<file path="src/rtl/mult_div.sv">
// rtl/mult_div.sv - iterative HI/LO multiply/divide unit for the execute stage
//
// Computes MULT/MULTU (radix-2 shift-add) and DIV/DIVU (restoring
// shift-subtract) over WIDTH iterations plus one sign-fix cycle, and
// handles MTHI/MTLO in a single cycle.
//
// Ports:
//   clk          rising-edge clock
//   rst          asynchronous reset, active-low
//   start        request pulse, sampled only while idle
//   op           000 MULT, 001 MULTU, 010 DIV, 011 DIVU, 100 MTHI, 101 MTLO, 11x no-op
//   a            rs operand (multiplicand / dividend / MTHI-MTLO data)
//   b            rt operand (multiplier / divisor)
//   abort        synchronous cancel (pipeline flush)
//   busy         high while an operation is in flight
//   done         one-cycle pulse when a MULT/DIV result is written
//   div_by_zero  one-cycle pulse alongside done when the divisor was zero
//   hi, lo       HI/LO registers
module mult_div #(
  parameter int WIDTH = 32
) (
  input  logic             clk,
  input  logic             rst,
  input  logic             start,
  input  logic [2:0]       op,
  input  logic [WIDTH-1:0] a,
  input  logic [WIDTH-1:0] b,
  input  logic             abort,
  output logic             busy,
  output logic             done,
  output logic             div_by_zero,
  output logic [WIDTH-1:0] hi,
  output logic [WIDTH-1:0] lo
);

  localparam int            CW       = $clog2(WIDTH + 1);
  localparam logic [CW-1:0] CNT_LAST = CW'(WIDTH - 1);

  typedef enum logic [1:0] {IDLE, RUN, FIX} state_t;

  state_t             state, state_nxt;
  logic [CW-1:0]      cnt;
  // Multiply: {partial product, remaining multiplier bits}.
  // Divide:   {partial remainder, dividend bits / quotient bits}.
  logic [2*WIDTH-1:0] acc;
  logic [WIDTH-1:0]   opd;       // multiplicand or divisor magnitude
  logic               is_div;
  logic               neg_q;     // negate product/quotient in FIX
  logic               neg_r;     // negate remainder in FIX
  logic               dz;

  // Operand capture
  logic             op_signed;
  logic             arith_req;
  logic [WIDTH-1:0] a_mag, b_mag;

  assign op_signed = ~op[0];
  assign arith_req = start & ~abort & ~op[2];
  assign a_mag     = (op_signed && a[WIDTH-1]) ? -a : a;
  assign b_mag     = (op_signed && b[WIDTH-1]) ? -b : b;

  // One iteration step of each algorithm
  logic [WIDTH:0]     mul_sum, div_shift, div_diff;
  logic [2*WIDTH-1:0] mul_next, div_next;

  assign mul_sum   = {1'b0, acc[2*WIDTH-1:WIDTH]} +
                     (acc[0] ? {1'b0, opd} : {(WIDTH+1){1'b0}});
  assign mul_next  = {mul_sum, acc[WIDTH-1:1]};
  assign div_shift = {acc[2*WIDTH-1:WIDTH], acc[WIDTH-1]};
  assign div_diff  = div_shift - {1'b0, opd};
  // A borrow out of the trial subtraction means "restore"; the remainder
  // always fits WIDTH bits because it stays below the divisor.
  assign div_next  = {(div_diff[WIDTH] ? div_shift[WIDTH-1:0] : div_diff[WIDTH-1:0]),
                      acc[WIDTH-2:0], ~div_diff[WIDTH]};

  // Sign-corrected results used in FIX
  logic [2*WIDTH-1:0] prod_fix;
  logic [WIDTH-1:0]   quo_fix, rem_fix;

  assign prod_fix = neg_q ? -acc : acc;
  // With a zero divisor the restoring loop leaves the dividend magnitude as
  // remainder, so re-applying the dividend sign yields the raw captured a.
  assign quo_fix  = dz ? {WIDTH{1'b1}} :
                    (neg_q ? -acc[WIDTH-1:0] : acc[WIDTH-1:0]);
  assign rem_fix  = neg_r ? -acc[2*WIDTH-1:WIDTH] : acc[2*WIDTH-1:WIDTH];

  assign busy = (state != IDLE);

  // State register
  always_ff @(posedge clk or negedge rst) begin
    if (!rst) state <= IDLE;
    else      state <= state_nxt;
  end

  // Next-state logic; abort wins in every state
  always_comb begin
    state_nxt = state;
    case (state)
      IDLE:    if (arith_req) state_nxt = RUN;
      RUN:     if (abort) state_nxt = IDLE;
               else if (cnt == CNT_LAST) state_nxt = FIX;
      FIX:     state_nxt = IDLE;
      default: state_nxt = IDLE;
    endcase
  end

  // Datapath and result registers
  always_ff @(posedge clk or negedge rst) begin
    if (!rst) begin
      cnt         <= '0;
      acc         <= '0;
      opd         <= '0;
      is_div      <= 1'b0;
      neg_q       <= 1'b0;
      neg_r       <= 1'b0;
      dz          <= 1'b0;
      hi          <= '0;
      lo          <= '0;
      done        <= 1'b0;
      div_by_zero <= 1'b0;
    end else begin
      done        <= 1'b0;
      div_by_zero <= 1'b0;
      case (state)
        IDLE: begin
          if (start && !abort) begin
            case (op)
              3'b100: hi <= a;
              3'b101: lo <= a;
              3'b000, 3'b001: begin
                acc    <= {{WIDTH{1'b0}}, b_mag};
                opd    <= a_mag;
                is_div <= 1'b0;
                neg_q  <= op_signed & (a[WIDTH-1] ^ b[WIDTH-1]);
                neg_r  <= op_signed & a[WIDTH-1];
                dz     <= 1'b0;
                cnt    <= '0;
              end
              3'b010, 3'b011: begin
                acc    <= {{WIDTH{1'b0}}, a_mag};
                opd    <= b_mag;
                is_div <= 1'b1;
                neg_q  <= op_signed & (a[WIDTH-1] ^ b[WIDTH-1]);
                neg_r  <= op_signed & a[WIDTH-1];
                dz     <= (b == '0);
                cnt    <= '0;
              end
              default: ;
            endcase
          end
        end
        RUN: begin
          acc <= is_div ? div_next : mul_next;
          cnt <= cnt + 1'b1;
        end
        FIX: begin
          if (!abort) begin
            if (is_div) begin
              lo <= quo_fix;
              hi <= rem_fix;
            end else begin
              lo <= prod_fix[WIDTH-1:0];
              hi <= prod_fix[2*WIDTH-1:WIDTH];
            end
            done        <= 1'b1;
            div_by_zero <= dz;
          end
        end
        default: ;
      endcase
    end
  end

endmodule

</file>
<file path="config.mk">
export PLATFORM = sky130hd
export DESIGN_NAME = mult_div
export DESIGN_NICKNAME = d
export VERILOG_FILES = /design/src/rtl/mult_div.sv
export SDC_FILE = /design/constraint.sdc
export NUM_CORES = 1
export LEC_CHECK = 0
export CORE_ASPECT_RATIO = 0.7
export CORE_MARGIN = 4
export CORE_UTILIZATION = 30
export DETAILED_ROUTE_END_ITERATION = 6
export SLEW_MARGIN = 25
export SYNTH_ARGS = -nofsm -noshare
export SYNTH_HDL_FRONTEND = slang
export SYNTH_SLANG_ARGS = --single-unit
</file>
<file path="constraint.sdc">
create_clock -name clk -period 3.2 [get_ports clk]
set_input_delay 0.64 -clock clk [delete_from_list [all_inputs] [get_ports clk]]
set_output_delay 0.64 -clock clk [all_outputs]
set_load 0.02 [all_outputs]
</file>
==> results.yml <==
timing:
  max_freq_mhz: 309
  period_share: 1.01
  tightest_slew_ns: 0.706
  hold_slack_ns: 0.165
  period_needed_ns: 3.24
  setup_viol: 3
  drv_slew: 0
  finClkSkew_ns: 0.0119
  relSlewSlack: 0.529
  hold_viol: 0
  rsz0062_at_grt: "yes"
  fin_ws_ns: -0.0379
  final.setup.tns_ns: -0.0972
cells_and_area:
  final_area_um2: 20800
  diodes: 0
  nets: 2492
  syn_to_final_growth_pct: 38.6
  drive_above_1_share: 0.217
  final_cells: 3028
run:
  drv_cap: 0
route:
  ant_nets: 0
  drt_pre_antenna_iters: 5
  via_per_inst: 5.48
  wire_per_inst_um: 21.3
  wl_um: 64500
  drc: 0
  first_iter_violations: 1724
  vias: 16600
clocking:
  cts_buffer_depth: 2
  worstSkewPairLatency_ns: 0.47
  cts_tree: "yes"
  clkSlewWorstSetupHoldPaths_ns: 0.08
  numCtsBuffers: 17
  cts_num_sinks: 174
  htree_levels: 4
  root_buffer: "clkbuf_16"
logic_synthesis:
  synth.most_common_cell: "nand2_1"
  synth_seq_area_share: 0.290
  synth_cells: 1971
  synth_top_area_frac: 0.290
  synth_async_sr_flop_share: 1.00
  synth_cell_types: 72
  syn_area_um2: 15000
  syn_avg_cell_area_um2: 7.61
  ys_ff_latch: 174
  synth_edf_count: 0
  yosysTopAreaCell: "dfrtp_1"
  ys_top_cells_by_count: "nand2_1, o21ai_0, nor2_1, a21oi_1, dfrtp_1"
  synth_ff_type: "dfrtp_1"
  ys_warn_count: 0
  synthTopCellsByArea: "dfrtp_1, o21ai_0, xnor2_1"
  synth_nets: 2113
power_and_ir_drop:
  pwr-share-comb: 0.649
  p_int_mw: 8.71
  pwr-share-clk: 0.142
  power_per_cell_area_nw_per_um2: 780
  p_leak_nw: 9.14
  peakVddDrop_mv: 0.398
  p_switching_mw: 7.51
  p_seq_frac: 0.210
  swShare: 0.463
placed_design:
  dp.cells: 2961
  hpwl_um: 50400
  place.gp.congestion: 1.03
  port_buffers: 137
  dpl_cell_area_um2: 19200
  dp_slack_ns: -0.592
global_route:
  gr-usage-all-layers: 0.230
  grt_overflow: 0
  grt_pass1_vias: 15500
  antenna_found_initial: 1
  grt_start_max_net_pins: 66
  grt_pass1_wl_um: 94700
floorplan:
  die_height_um: 195
  chipWidth_um: 275
  rows: 68
  coreArea_um2: 49300
  io_pins: 138
  start_util: 0.304
  dieArea_um2: 53700
critical_path:
  cp-start-kind: "flop"
  max_stage_delay_ns: 0.39
  cp_data_arrival_time_ns: 3.59
  path_buf_inv: 2
  setup.worst_path.end_class: "flop"
  crit_type: "flop to flop"
  crit_fanout: 9
  cp_cell_sequence: "buf_6 -> ha_4 -> nor2b_2 -> o31a_1 -> o2111a_2 -> o21a_4 -> o21a_1 -> o211ai_1 -> clkbuf_16 -> mux2i_1 -> nor2_1 -> a221o_1"
  slowest_stage: "dfrtp_1"
  cp.required_ns: 3.56
  path_delay_family: "compound AO/OA/AOI/OAI gates"
min_path:
  hp-class: "input port to asynchronous set/reset pin"
run_status:
  status: "finished with violations"
  violations: "setup timing"
kinds of logic after synthesis:
family          after synthesis  synth area share
compound gates              664             0.266
flops                       174             0.290
simple gates                657             0.201
buf+inv                     182            0.0468
xor+xnor                    171            0.0998
mux                          52            0.0353
fa+ha+maj                    71            0.0602
layer usage:
layer  up-vias  global-route usage  part of all wire
met2       779               0.315              0.40
met5         -                   0           0.00028
li1       7814                   -                 -
met1      7936               0.348              0.47
met3        67              0.0746              0.12
met4         2              0.0468             0.019
worst paths after layout:
path / cells after the start / startpoint / endpoint / slack, ns
max: 12 / acc[33]$_DFFE_PN0P_ / acc[48]$_DFFE_PN0P_ / -0.04
min: 1 / rst / hi[30]$_DFFE_PN0P_ / 0.17
max reg2reg: 12 / acc[33]$_DFFE_PN0P_ / acc[48]$_DFFE_PN0P_ / -0.04
min reg2reg: 2 / lo[1]$_DFFE_PN0P_ / lo[1]$_DFFE_PN0P_ / 0.48
max in group asynchronous: 2 / rst / opd[17]$_DFFE_PN0P_ / 2.25
min in group clk: 2 / lo[1]$_DFFE_PN0P_ / lo[1]$_DFFE_PN0P_ / 0.48
power by group through the flow:
stage	combinational, mW	clock (mW)	sequential, mW
after floorplan	5.29	0	3.57
after global placement	9.33	0	3.37
after detailed placement	9.44	0	3.39
after CTS	9.58	2.31	3.36
after global routing	11.3	2.39	3.47
final	10.5	2.30	3.40
layout by cell type, fill, tap and decap left out, types with 18 or more instances in the layout:
master / count
buf_4: 325
nand2_1: 239
o21ai_0: 212
nor2_1: 181
a21oi_1: 174
dfrtp_1: 170
clkdlybuf4s50_1: 135
xnor2_1: 104
xor2_1: 65
inv_1: 55
ha_1: 54
mux2i_1: 42
nor3_1: 36
o31ai_1: 32
o22ai_1: 32
a21o_1: 24
and3_1: 22
or3_1: 20
o211ai_1: 20
clkbuf_16: 20
nand2b_1: 18
nand3_1: 18
sequential cells by signal, summed over array words and instances (netlist names):
signal / flops
acc: 64
cnt: 6
div_by_zero: 1
done: 1
dz: 1
hi: 32
is_div: 1
lo: 32
neg_q: 1
neg_r: 1
opd: 32
state: 2
cell type report:
type | instances | area, um2
clock buffers | 19 | 443
clock inverters | 13 | 165
fillers | 4894 | 28500
inverters | 61 | 234
multi-input cells | 1615 | 10600
flip-flops and latches | 174 | 4360
well taps | 665 | 832
repair buffers | 481 | 4150
timing repair:
| action | CTS | global route |
|---|---|---|
| pin swaps | 7 | 50 |
| endpoints found under the setup margin | 33 | 69 |
| hold buffers | 0 | 0 |
| resized for setup | 20 | 128 |
| cloned | 0 | 3 |
| setup buffers | 11 | 21 |
through the flow:
| stage | utilization | total power [mW] |
|---|---|---|
| after floorplan | - | 8.85 |
| after global placement | 0.390 | 12.7 |
| after detailed placement | 0.390 | 12.8 |
| after CTS | 0.406 | 15.2 |
| after global routing | 0.422 | 17.2 |
| final | 0.422 | 16.2 |
(Power assumes the default switching activity.)
